==> src/rtl/lsu.sv <==
// Load/store unit: turns an ALU effective address into one req/ack
// data-memory transaction. It handles byte-lane steering, byte enables,
// load extension and timeout. Completion is a one-cycle done pulse.
module lsu #(
    parameter int unsigned TIMEOUT = 255
) (
    input  logic        clk,
    input  logic        rst_n,
    input  logic        start,
    input  logic        is_store,
    input  logic [1:0]  size,
    input  logic        sign_ext,
    input  logic [31:0] addr,
    input  logic [31:0] wdata,
    output logic        busy,
    output logic        done,
    output logic [31:0] rdata,
    output logic        misalign,
    output logic        timeout,
    output logic        mem_req,
    output logic        mem_we,
    output logic [31:0] mem_addr,
    output logic [3:0]  mem_be,
    output logic [31:0] mem_wdata,
    input  logic [31:0] mem_rdata,
    input  logic        mem_ack
);

    typedef enum logic [1:0] {IDLE, REQ, FIN} state_t;

    // Last counter value before giving up on the bus
    localparam logic [15:0] TMO_LAST = 16'(TIMEOUT - 1);

    state_t      state_q, state_d;
    logic        busy_q, busy_d, done_q, done_d;
    logic        misalign_q, misalign_d, timeout_q, timeout_d;
    logic        mem_req_q, mem_req_d, mem_we_q, mem_we_d;
    logic [31:0] mem_addr_q, mem_addr_d, mem_wdata_q, mem_wdata_d;
    logic [3:0]  mem_be_q, mem_be_d;
    logic [31:0] rdata_q, rdata_d;
    logic [15:0] cnt_q, cnt_d;
    logic [1:0]  size_q, size_d, off_q, off_d;
    logic        sext_q, sext_d;

    logic        addr_err;
    logic [3:0]  be_new;
    logic [31:0] wd_new;
    logic [7:0]  lane_b;
    logic [15:0] lane_h;
    logic [31:0] ld_ext;

    // Alignment check, byte enables and replicated store data for a new request
    always_comb begin
        addr_err = 1'b0;
        be_new   = 4'b1111;
        wd_new   = wdata;
        case (size)
            2'b00: begin
                be_new = 4'b0001 << addr[1:0];
                wd_new = {4{wdata[7:0]}};
            end
            2'b01: begin
                addr_err = addr[0];
                be_new   = addr[1] ? 4'b1100 : 4'b0011;
                wd_new   = {2{wdata[15:0]}};
            end
            2'b10:   addr_err = (addr[1:0] != 2'b00);
            default: addr_err = 1'b1;
        endcase
    end

    // Pick the addressed lane(s) of the read word and extend to 32 bits
    always_comb begin
        case (off_q)
            2'd0:    lane_b = mem_rdata[7:0];
            2'd1:    lane_b = mem_rdata[15:8];
            2'd2:    lane_b = mem_rdata[23:16];
            default: lane_b = mem_rdata[31:24];
        endcase
        lane_h = off_q[1] ? mem_rdata[31:16] : mem_rdata[15:0];
        case (size_q)
            2'b00:   ld_ext = {{24{sext_q & lane_b[7]}}, lane_b};
            2'b01:   ld_ext = {{16{sext_q & lane_h[15]}}, lane_h};
            default: ld_ext = mem_rdata;
        endcase
    end

    // Next-state and registered-output logic
    always_comb begin
        state_d     = state_q;
        busy_d      = busy_q;
        done_d      = 1'b0;
        misalign_d  = misalign_q;
        timeout_d   = timeout_q;
        mem_req_d   = mem_req_q;
        mem_we_d    = mem_we_q;
        mem_addr_d  = mem_addr_q;
        mem_be_d    = mem_be_q;
        mem_wdata_d = mem_wdata_q;
        rdata_d     = rdata_q;
        cnt_d       = cnt_q;
        size_d      = size_q;
        off_d       = off_q;
        sext_d      = sext_q;
        case (state_q)
            IDLE: begin
                if (start) begin
                    size_d = size;
                    off_d  = addr[1:0];
                    sext_d = sign_ext;
                    busy_d = 1'b1;
                    if (addr_err) begin
                        // No bus cycle: report the error straight away
                        state_d    = FIN;
                        misalign_d = 1'b1;
                        done_d     = 1'b1;
                    end else begin
                        state_d     = REQ;
                        mem_req_d   = 1'b1;
                        mem_we_d    = is_store;
                        mem_addr_d  = {addr[31:2], 2'b00};
                        mem_be_d    = be_new;
                        mem_wdata_d = wd_new;
                        cnt_d       = 16'd0;
                    end
                end
            end
            REQ: begin
                if (mem_ack) begin
                    state_d   = FIN;
                    mem_req_d = 1'b0;
                    done_d    = 1'b1;
                    if (!mem_we_q) rdata_d = ld_ext;
                end else if (cnt_q == TMO_LAST) begin
                    state_d   = FIN;
                    mem_req_d = 1'b0;
                    timeout_d = 1'b1;
                    done_d    = 1'b1;
                end else begin
                    cnt_d = cnt_q + 16'd1;
                end
            end
            default: begin
                // Flags are only meaningful alongside done
                state_d    = IDLE;
                busy_d     = 1'b0;
                misalign_d = 1'b0;
                timeout_d  = 1'b0;
            end
        endcase
    end

    // State and output registers
    always_ff @(posedge clk or negedge rst_n) begin
        if (!rst_n) begin
            state_q     <= IDLE;
            busy_q      <= 1'b0;
            done_q      <= 1'b0;
            misalign_q  <= 1'b0;
            timeout_q   <= 1'b0;
            mem_req_q   <= 1'b0;
            mem_we_q    <= 1'b0;
            mem_addr_q  <= '0;
            mem_be_q    <= '0;
            mem_wdata_q <= '0;
            rdata_q     <= '0;
            cnt_q       <= '0;
            size_q      <= '0;
            off_q       <= '0;
            sext_q      <= 1'b0;
        end else begin
            state_q     <= state_d;
            busy_q      <= busy_d;
            done_q      <= done_d;
            misalign_q  <= misalign_d;
            timeout_q   <= timeout_d;
            mem_req_q   <= mem_req_d;
            mem_we_q    <= mem_we_d;
            mem_addr_q  <= mem_addr_d;
            mem_be_q    <= mem_be_d;
            mem_wdata_q <= mem_wdata_d;
            rdata_q     <= rdata_d;
            cnt_q       <= cnt_d;
            size_q      <= size_d;
            off_q       <= off_d;
            sext_q      <= sext_d;
        end
    end

    assign busy      = busy_q;
    assign done      = done_q;
    assign misalign  = misalign_q;
    assign timeout   = timeout_q;
    assign mem_req   = mem_req_q;
    assign mem_we    = mem_we_q;
    assign mem_addr  = mem_addr_q;
    assign mem_be    = mem_be_q;
    assign mem_wdata = mem_wdata_q;
    assign rdata     = rdata_q;

endmodule

==> config.mk <==
export PLATFORM = sky130hd
export DESIGN_NAME = lsu
export DESIGN_NICKNAME = d
export VERILOG_FILES = /design/src/rtl/lsu.sv
export SDC_FILE = /design/constraint.sdc
export NUM_CORES = 1
export LEC_CHECK = 0
export BUFFER_PORTS_ARGS = -buffer_cell sky130_fd_sc_hd__buf_2
export CELL_PAD_IN_SITES_DETAIL_PLACEMENT = 1
export CELL_PAD_IN_SITES_GLOBAL_PLACEMENT = 1
export CORE_MARGIN = 5
export CORE_UTILIZATION = 40
export CTS_CLUSTER_DIAMETER = 30
export CTS_CLUSTER_SIZE = 16
export DETAILED_ROUTE_END_ITERATION = 7
export PLACE_DENSITY_LB_ADDON = 0.2
export SLEW_MARGIN = 5
export SYNTH_ARGS = -nofsm -noshare
export SYNTH_HDL_FRONTEND = slang
export SYNTH_SLANG_ARGS = --single-unit
==> constraint.sdc <==
create_clock -name clk -period 3.4 [get_ports clk]
set_input_delay 0.68 -clock clk [delete_from_list [all_inputs] [get_ports clk]]
set_output_delay 0.68 -clock clk [all_outputs]
set_load 0.005 [all_outputs]
Word level (Yosys, flattened, before mapping)
Index checks and enable logic that the tools add are counted.

Add/subtract/negate cells: 1. Equality and inequality tests: 14. Shift operators: 1. Multiplexer cells: 35. Bitwise gates (word level): 6. Reduce and logical (&&, ||, !) cells: 15.

Operator list (count): 32-bit case mux with 2 select lines (2); 16-bit two-way mux (5); 16-bit case mux with 2 select lines (1); 8-bit case mux with 3 select lines (1); 16-bit by 1-bit adder with 16-bit output (second input constant) (1); 16-bit by 8-bit equality test with 1-bit output (second input constant) (1); 1-bit two-way mux (13); 2-bit != test (second input constant) (6); 3-bit AND reduction (4); 1-bit case mux with 2 select lines (5); 2-bit by 1-bit equality test with 1-bit output (second input constant) (4); 2-bit zero test (4); 2-bit two-way mux (4); 4-bit case mux with 2 select lines (1); 2-bit AND reduction (3); 5-bit AND reduction (1); 2-bit equality test (second input constant) (2); 4-bit two-way mux (1); 1-bit inverter (4); 2-bit case mux with 2 select lines (1); 4-bit AND reduction (1); 2-bit nonzero test (2); 1-bit by 2-bit << shifter with 4-bit output (first input constant) (1); 3-bit != test (second input constant) (1); other kinds (2) (3).

Flip-flop bits (word level): 127. Input bits: 104. Output and inout bits: 106. Logic and storage cells: 87.

Logic depth before layout (Yosys ltp)
Gate-level depths: netlist of run 1.

Word-level depth: 5. Mapped depth: 8. Depth with buffers taken out: 6.

Worst setup path before layout of run 1
Ideal clock, no wire load.

Path kind: input to register. Start point: input size[0]. End point: register mem_addr_q[22] (netlist: mem_addr[22]). Setup time: 0.065 ns. Arrival: 1.965 ns. Required time: 3.335 ns. Slack: 1.369 ns. Stages on the path: 7. Path buffers: 3. Cell sequence: clkbuf_1 -> a21oi_1 -> o21ai_1 -> buf_2 -> clkbuf_1 -> nand2_1 -> nand2_1.

Word-level cells in the longest chain between the ends: 4. Elaborated cells on any way between the ends: 6. Those cells by class: eq/ne (2); mux (1); bitwise (1); reduce/logical (2).

Ends and longest elaborated chain: start: declaration (RTL line 11) `input logic [1:0] size,`; 2-bit equality test, or another cell as far along (RTL line 57) `case (size)`; 1-bit case mux with 3 select lines (*) (RTL line 57); 1-bit inverter (no source line) (*); 3-bit AND reduction (no source line) (*); end signal: assignment (RTL line 179) `mem_addr_q <= mem_addr_d;`; end: declaration (RTL line 38) `logic [31:0] mem_addr_q, mem_addr_d, mem_wdata_q, mem_wdata_d;`.

Every way passes the cells marked *; elsewhere a longest branch is shown, timed or not. A chain may end at the register's enable or synchronous reset.

Worst setup path in the final report of run 1
Start point: register off_q[1]. End point: register rdata_q[12] (netlist: rdata[12]).

Word-level cells in the longest chain between the ends: 4. Elaborated cells on any way between the ends: 7. Those cells by class: eq/ne (2); mux (3); bitwise (1); reduce/logical (1).

Ends and longest elaborated chain: start: declaration (RTL line 42) `logic [1:0] size_q, size_d, off_q, off_d;`; start signal: assignment (RTL line 169) `off_q <= '0;`; start signal: assignment (RTL line 185) `off_q <= off_d;`; 2-bit equality test, or another cell as far along (RTL line 74) `case (off_q)`; 8-bit case mux with 3 select lines (RTL line 74); 1-bit bitwise AND (RTL line 82) `2'b00: ld_ext = {{24{sext_q & lane_b[7]}}, lane_b};`; 32-bit case mux with 2 select lines (*) (RTL line 81) `case (size_q)`; end signal: assignment (RTL line 182) `rdata_q <= rdata_d;`; end: declaration (RTL line 40) `logic [31:0] rdata_q, rdata_d;`.

Marked as above.

==> results_dict.tcl, run 1 <==
set metrics [dict create \
    outcome "finished, final reports clean" \
    antenna_found_initial 1 \
    r2r_slack_ns 1.03 \
    grt_pass1_wl_um 30700 \
    io_buffer_count 207 \
    wl_um 18500 \
    synth_compound_area_share_pct 12.7 \
    min_path_type "input port to asynchronous set/reset pin" \
    placed_area_um2 7110 \
    cts-root-buf "clkbuf_16" \
    rows 44 \
    gr-total-overflow 0 \
    post_cts_buffers 0 \
    ys_seq_elements 127 \
    globalRouteTotalUtil_pct 21.4 \
    cts_max_level 4 \
    cts-resized-gates 0 \
    core_um2 14500 \
    ys_warn_count 0 \
    synthAdderAreaFrac_pct 0.423 \
    die_x_um 132 \
    vias_per_cell 5.27 \
    finalSetupViolCount 0 \
    synthCells 645 \
    clock_skew_ns 0.00358 \
    io_pins 210 \
    nNetsFinal 942 \
    yosys.area_share.simple_pct 23.5 \
    cts.sinks 127 \
    drv_slew 0 \
    maxCapViolCount 0 \
    r2r_start "off_q[1]" \
    synth_mux_area_share_pct 4.95 \
    dpl.hpwl_um 13500 \
    path_max_fanout 21 \
    path_clk_slew_ns 0.05 \
    syn_area_per_cell_um2 9.18 \
    timing.fmax_mhz 422 \
    layout-drive-gt1-share_pct 29.6 \
    worstMarginPinSlew_ns 0.905 \
    mappedNetlistArea_um2 5920 \
    clkLatencyLatePin_ns 0.41 \
    worst_ir_drop_vdd_uv 331 \
    final.setup.tns_ns 0 \
    cp_data_required_time_ns 3.66 \
    reg2reg_depth 3 \
    drtIter0Drc 312 \
    antenna_left 0 \
    fin_util_pct 53.0 \
    worstSetupPathType "flop to flop" \
    cts_tree "done" \
    drc_errors 0 \
    synthToLayoutAreaGrowth_pct 30.2 \
    die_height_um 132 \
    start_kind "flop" \
    p_leak_nw 4.01 \
    gp_congestion 0.849 \
    relSlewSlack_pct 39.4 \
    crit_arrival_ns 2.63 \
    wl_per_cell_um 17.9 \
    ys.flop_type "dfrtp_1" \
    synth-seq-area-share_pct 53.7 \
    finalHoldViolCount 0 \
    synth_top_family_by_area "simple AND/OR/NAND/NOR gates" \
    hold_ws_ns 0.295 \
    rsz0062_at_grt "false" \
    synth_cell_types 48 \
    fin_area_um2 7710 \
    min_period_ns 2.37 \
    initial_utilization_pct 40.7 \
    r2r_end "rdata[12]" \
    async_reset_ff_share_pct 100 \
    clk_path_buf_depth 2 \
    fin_crit_sh_pct 69.7 \
    synth-xor-area-share_pct 1.04 \
    power.total_w 0.00582 \
    grt_pass1_vias 5891 \
    synth_edf_count 0 \
    numCtsBuffers 17 \
    grt_max_degree 98 \
    dieArea_um2 17300 \
    critPathCaptureType "flop" \
    powerDensity_nw_per_um2 754 \
    hold_buffers 0 \
    via_count 5442 \
    dr.pass1.iters 4 \
]
cells in the final DEF, fill, tap and decap left out, types with 9 or more instances in the layout:
cell type,Yosys,layout
a21oi_1,24,24
nor2_1,26,26
nor4_1,9,9
nand3_1,38,38
dfrtp_1,127,127
nor2b_1,9,9
buf_2,10,206
nand2_1,191,191
clkbuf_16,0,17
mux2i_1,27,27
o21ai_0,47,47
layout make-up:
cell class / instances / area, µm²
diodes: 1 / 2.50
clock buffers: 25 / 495
clock inverters: 6 / 105
fillers: 1755 / 6830
inverters: 7 / 26.3
multi-input cells: 467 / 2540
flip-flops and latches: 127 / 3180
well taps: 184 / 230
repair buffers: 216 / 1130
kinds of logic (layout without fill, tap and decap cells):
group	count (synthesis)	after routing
AO/OA/AOI/OAI	121	121
XOR/XNOR	7	7
adder cells (fa/ha/maj)	2	2
buffers and inverters	52	254
flip-flops	127	127
multiplexers	28	28
other	1	3
AND/OR/NAND/NOR	307	307
where the power goes:
group          internal (W)  switching, W  total (W)
clock               0.00122      0.000628    0.00185
sequential          0.00203      0.000367    0.00240
combinational      0.000716      0.000852    0.00157
synthesized netlist by cell type, drive strengths merged (4+ instances only):
cell type    n  area [µm²]
o211ai       5        37.5
nand3       38         190
nor2b        9        56.3
a21o         8        60.1
o311ai       5        43.8
or3          4        25.0
nand2      191         717
inv          7        26.3
a22oi        8        60.1
o221ai       6        52.6
nand4        4        25.0
clkbuf      30         113
buf         15        80.1
a21oi       24         120
nand2b       5        31.3
dfrtp      127        3180
nor3b        4        35.0
nor2        26        97.6
nor4        10        77.6
o21ai       49         245
xnor2        5        43.8
mux2i       27         270
a211o        7        61.3
worst max-delay path: stages (launching register included):
cell     delay, ns
dfrtp_1       0.79
mux4_2        0.63
a31oi_1       0.64
a21oi_1       0.14
sequential cells by signal, summed over array words and instances (netlist names), 2 cells and up:
signal and count:
cnt_q 16, mem_addr 30, mem_be 4, mem_wdata 32, off_q 2, rdata 32
size_q 2, state_q 2
stage by stage:
stage | cells | worst slack (ns)
after detailed placement | 1001 | 0.739
final | 1033 | 1.03
after global placement | 1001 | 0.898
after floorplan | 646 | 1.37
after global routing | 1033 | 0.884
after CTS | 1032 | 1.06
worst max-delay path by stage:
stage / from / endpoint / slack [ns]
final: off_q[1] / rdata[12] / 1.03
after global routing: off_q[1] / rdata[15] / 0.88
after CTS: off_q[1] / rdata[12] / 1.06
after detailed placement: size[0] / mem_wdata[5] / 0.74
after global placement: size[0] / mem_wdata[0] / 0.90
after floorplan: size[0] / mem_addr[22] / 1.37
routing by layer:
metal	routed length (µm)	up-vias	global-route usage, %
met5	0	-	0
met4	459	0	7.83
met3	975	33	5.77
met2	8950	159	35.0
met1	8140	2653	27.5
li1	-	2597	-
Power figures use the tool's default switching activity.
==> run 2: changes to the inputs <==
--- a/config.mk
+++ b/config.mk
@@ -9,7 +9,7 @@
 export CELL_PAD_IN_SITES_DETAIL_PLACEMENT = 1
 export CELL_PAD_IN_SITES_GLOBAL_PLACEMENT = 1
 export CORE_MARGIN = 5
-export CORE_UTILIZATION = 40
+export CORE_UTILIZATION = 37
 export CTS_CLUSTER_DIAMETER = 30
 export CTS_CLUSTER_SIZE = 16
 export DETAILED_ROUTE_END_ITERATION = 7
==> constraint.sdc (replaced) <==
create_clock -name clk -period 2.35 [get_ports clk]
set_input_delay 0.47 -clock clk [delete_from_list [all_inputs] [get_ports clk]]
set_output_delay 0.47 -clock clk [all_outputs]
set_load 0.005 [all_outputs]
==> run 2 against run 1 <==
Utilization down 3.2 points. Wire length up 1.9%. Register-to-register slack worse by 0.78 ns. Critical path type unchanged. Critical endpoint is now cnt_q[6]. Hold slack worse by 0.25 ns. Sequential share of layout area down 0.77 points.
==> results_dict.tcl, run 2 (same netlist as run 1, synthesis figures left out) <==
set metrics [dict create \
    outcome "finished, final reports clean" \
    intPower_w 0.00568 \
    rsz0062_at_grt "false" \
    grt_pass1_wl_um 30500 \
    p_leak_nw 4.06 \
    max_stage_delay_ns 0.54 \
    grt_max_degree 72 \
    final_common_cell "buf_2" \
    numCtsBuffers 17 \
    diodes 0 \
    min_path_type "input port to asynchronous set/reset pin" \
    worst_ir_drop_vdd_uv 564 \
    start_kind "flop" \
    antenna_left 0 \
    relSlewSlack_pct 48.4 \
    grt_pass1_vias 5883 \
    drtIter0Drc 174 \
    switching_share_pct 32.3 \
    met1_usage_pct 26.3 \
    min_period_ns 2.11 \
    via_count 5497 \
    dieArea_um2 18600 \
    worstMarginPinSlew_ns 0.771 \
    dp_slack_ns 0.193 \
    slowest_stage "dfrtp_1" \
    finalSetupViolCount 0 \
    antenna_found_initial 0 \
    worst-path-buf-inv 0 \
    clk_path_buf_depth 2 \
    worstSetupPathType "flop to flop" \
    core_um2 15800 \
    met2_usage_pct 35.1 \
    rows 46 \
    timing.fmax_mhz 475 \
    path_max_fanout 11 \
    gp_congestion 0.841 \
    crit_arrival_ns 2.43 \
    cts-resized-gates 0 \
    cts-root-buf "clkbuf_16" \
    final.setup.tns_ns 0 \
    initial_utilization_pct 37.5 \
    nNetsFinal 954 \
    globalRouteTotalUtil_pct 20.7 \
    switchingPower_w 0.00272 \
    cts_tree "done" \
    dr.pass1.iters 4 \
    met3_usage_pct 4.38 \
    critPathCaptureType "flop" \
    worstPathCellList "or3b_1, or3_1, or3_1, a21oi_1" \
    drv_slew 0 \
    hold_buffers 0 \
    path_clk_slew_ns 0.05 \
    final_cell_mix "206 x buf_2, 191 x nand2_1, 127 x dfrtp_1" \
    io_pins 210 \
    gr-total-overflow 0 \
    wl_um 18900 \
    maxCapViolCount 0 \
    grt_busiest_layer "met2" \
    power.total_w 0.00840 \
    clkLatencyLatePin_ns 0.41 \
    cts.sinks 127 \
    clkPwrFrac_pct 31.0 \
    drc_errors 0 \
    dpl.hpwl_um 14200 \
    layout-drive-gt1-share_pct 31.0 \
    finalHoldViolCount 0 \
    power_frac_comb_pct 28.5 \
    clock_skew_ns 0.00664 \
    vias_per_cell 5.10 \
    fin_crit_sh_pct 89.6 \
    wl_per_cell_um 17.5 \
    die_height_um 137 \
    power.share.sequential_pct 40.5 \
    crit_family "simple AND/OR/NAND/NOR gates" \
    cp_data_required_time_ns 2.67 \
    cpMostUsedCell "or3_1" \
    io_buffer_count 207 \
    post_cts_buffers 0 \
    die_x_um 137 \
    powerDensity_nw_per_um2 1070 \
    setup_ws_ns 0.244 \
    cts_max_level 4 \
    synthToLayoutAreaGrowth_pct 32.7 \
]
[run 2: changes by cell type in the layout (fill, tap and decap cells not counted), sizes merged]
cell / delta
buf: +12
bufinv: -1
clkbuf: -3
clkinv: +1
clkinvlp: +4
diode: -1
[run 2: stage by stage]
| step | util [%] | instances | hold WS [ns] | instance area [µm²] |
|---|---|---|---|---|
| 2_1_floorplan | - | 646 | 0.174 | 5920 |
| 3_3_place_gp | 46.0 | 1045 | 0.454 | 7260 |
| 3_5_place_dp | 46.0 | 1045 | 0.459 | 7260 |
| 4_1_cts | 49.8 | 1077 | 0.0459 | 7860 |
| 5_1_grt | 49.8 | 1077 | 0.0753 | 7860 |
| 6_report | 49.8 | 1077 | 0.0429 | 7860 |
[run 2: area by class of cell]
type,instances,area (µm²)
inverter,7,26.3
clock buffer,22,484
sequential,127,3180
fill,1953,7920
tap,216,270
clock inverter,10,110
timing repair buffer,228,1250
multi-input combinational,467,2540
[run 2: power by group through the flow]
stage                     Sequential (W)  Clock (W)  Combinational, W
final                            0.00340    0.00260           0.00240
after global routing             0.00349    0.00277           0.00270
after CTS                        0.00341    0.00268           0.00245
after detailed placement         0.00343          0           0.00245
after global placement           0.00338          0           0.00232
after floorplan                  0.00343          0           0.00107
[run 2: worst paths after layout]
kind	from	end	slack (ns)	cells after the start
max in group asynchronous	rst_n	mem_req	1.62	2
min in group clk	addr[28]	mem_addr[28]	0.24	3
setup / recovery	state_q[0]	cnt_q[6]	0.24	4
hold / removal	rst_n	rdata[31]	0.04	1
setup reg to reg	state_q[0]	cnt_q[6]	0.24	4
hold reg to reg	mem_addr[30]	mem_addr[30]	0.47	2
[run 2: routing by layer]
layer,share of wire (%),up-vias,wire length (µm)
met1,43,2698,8130
met4,2.1,0,401
met2,50,152,9470
li1,-,2618,-
met3,4.6,29,877
met5,0,-,0
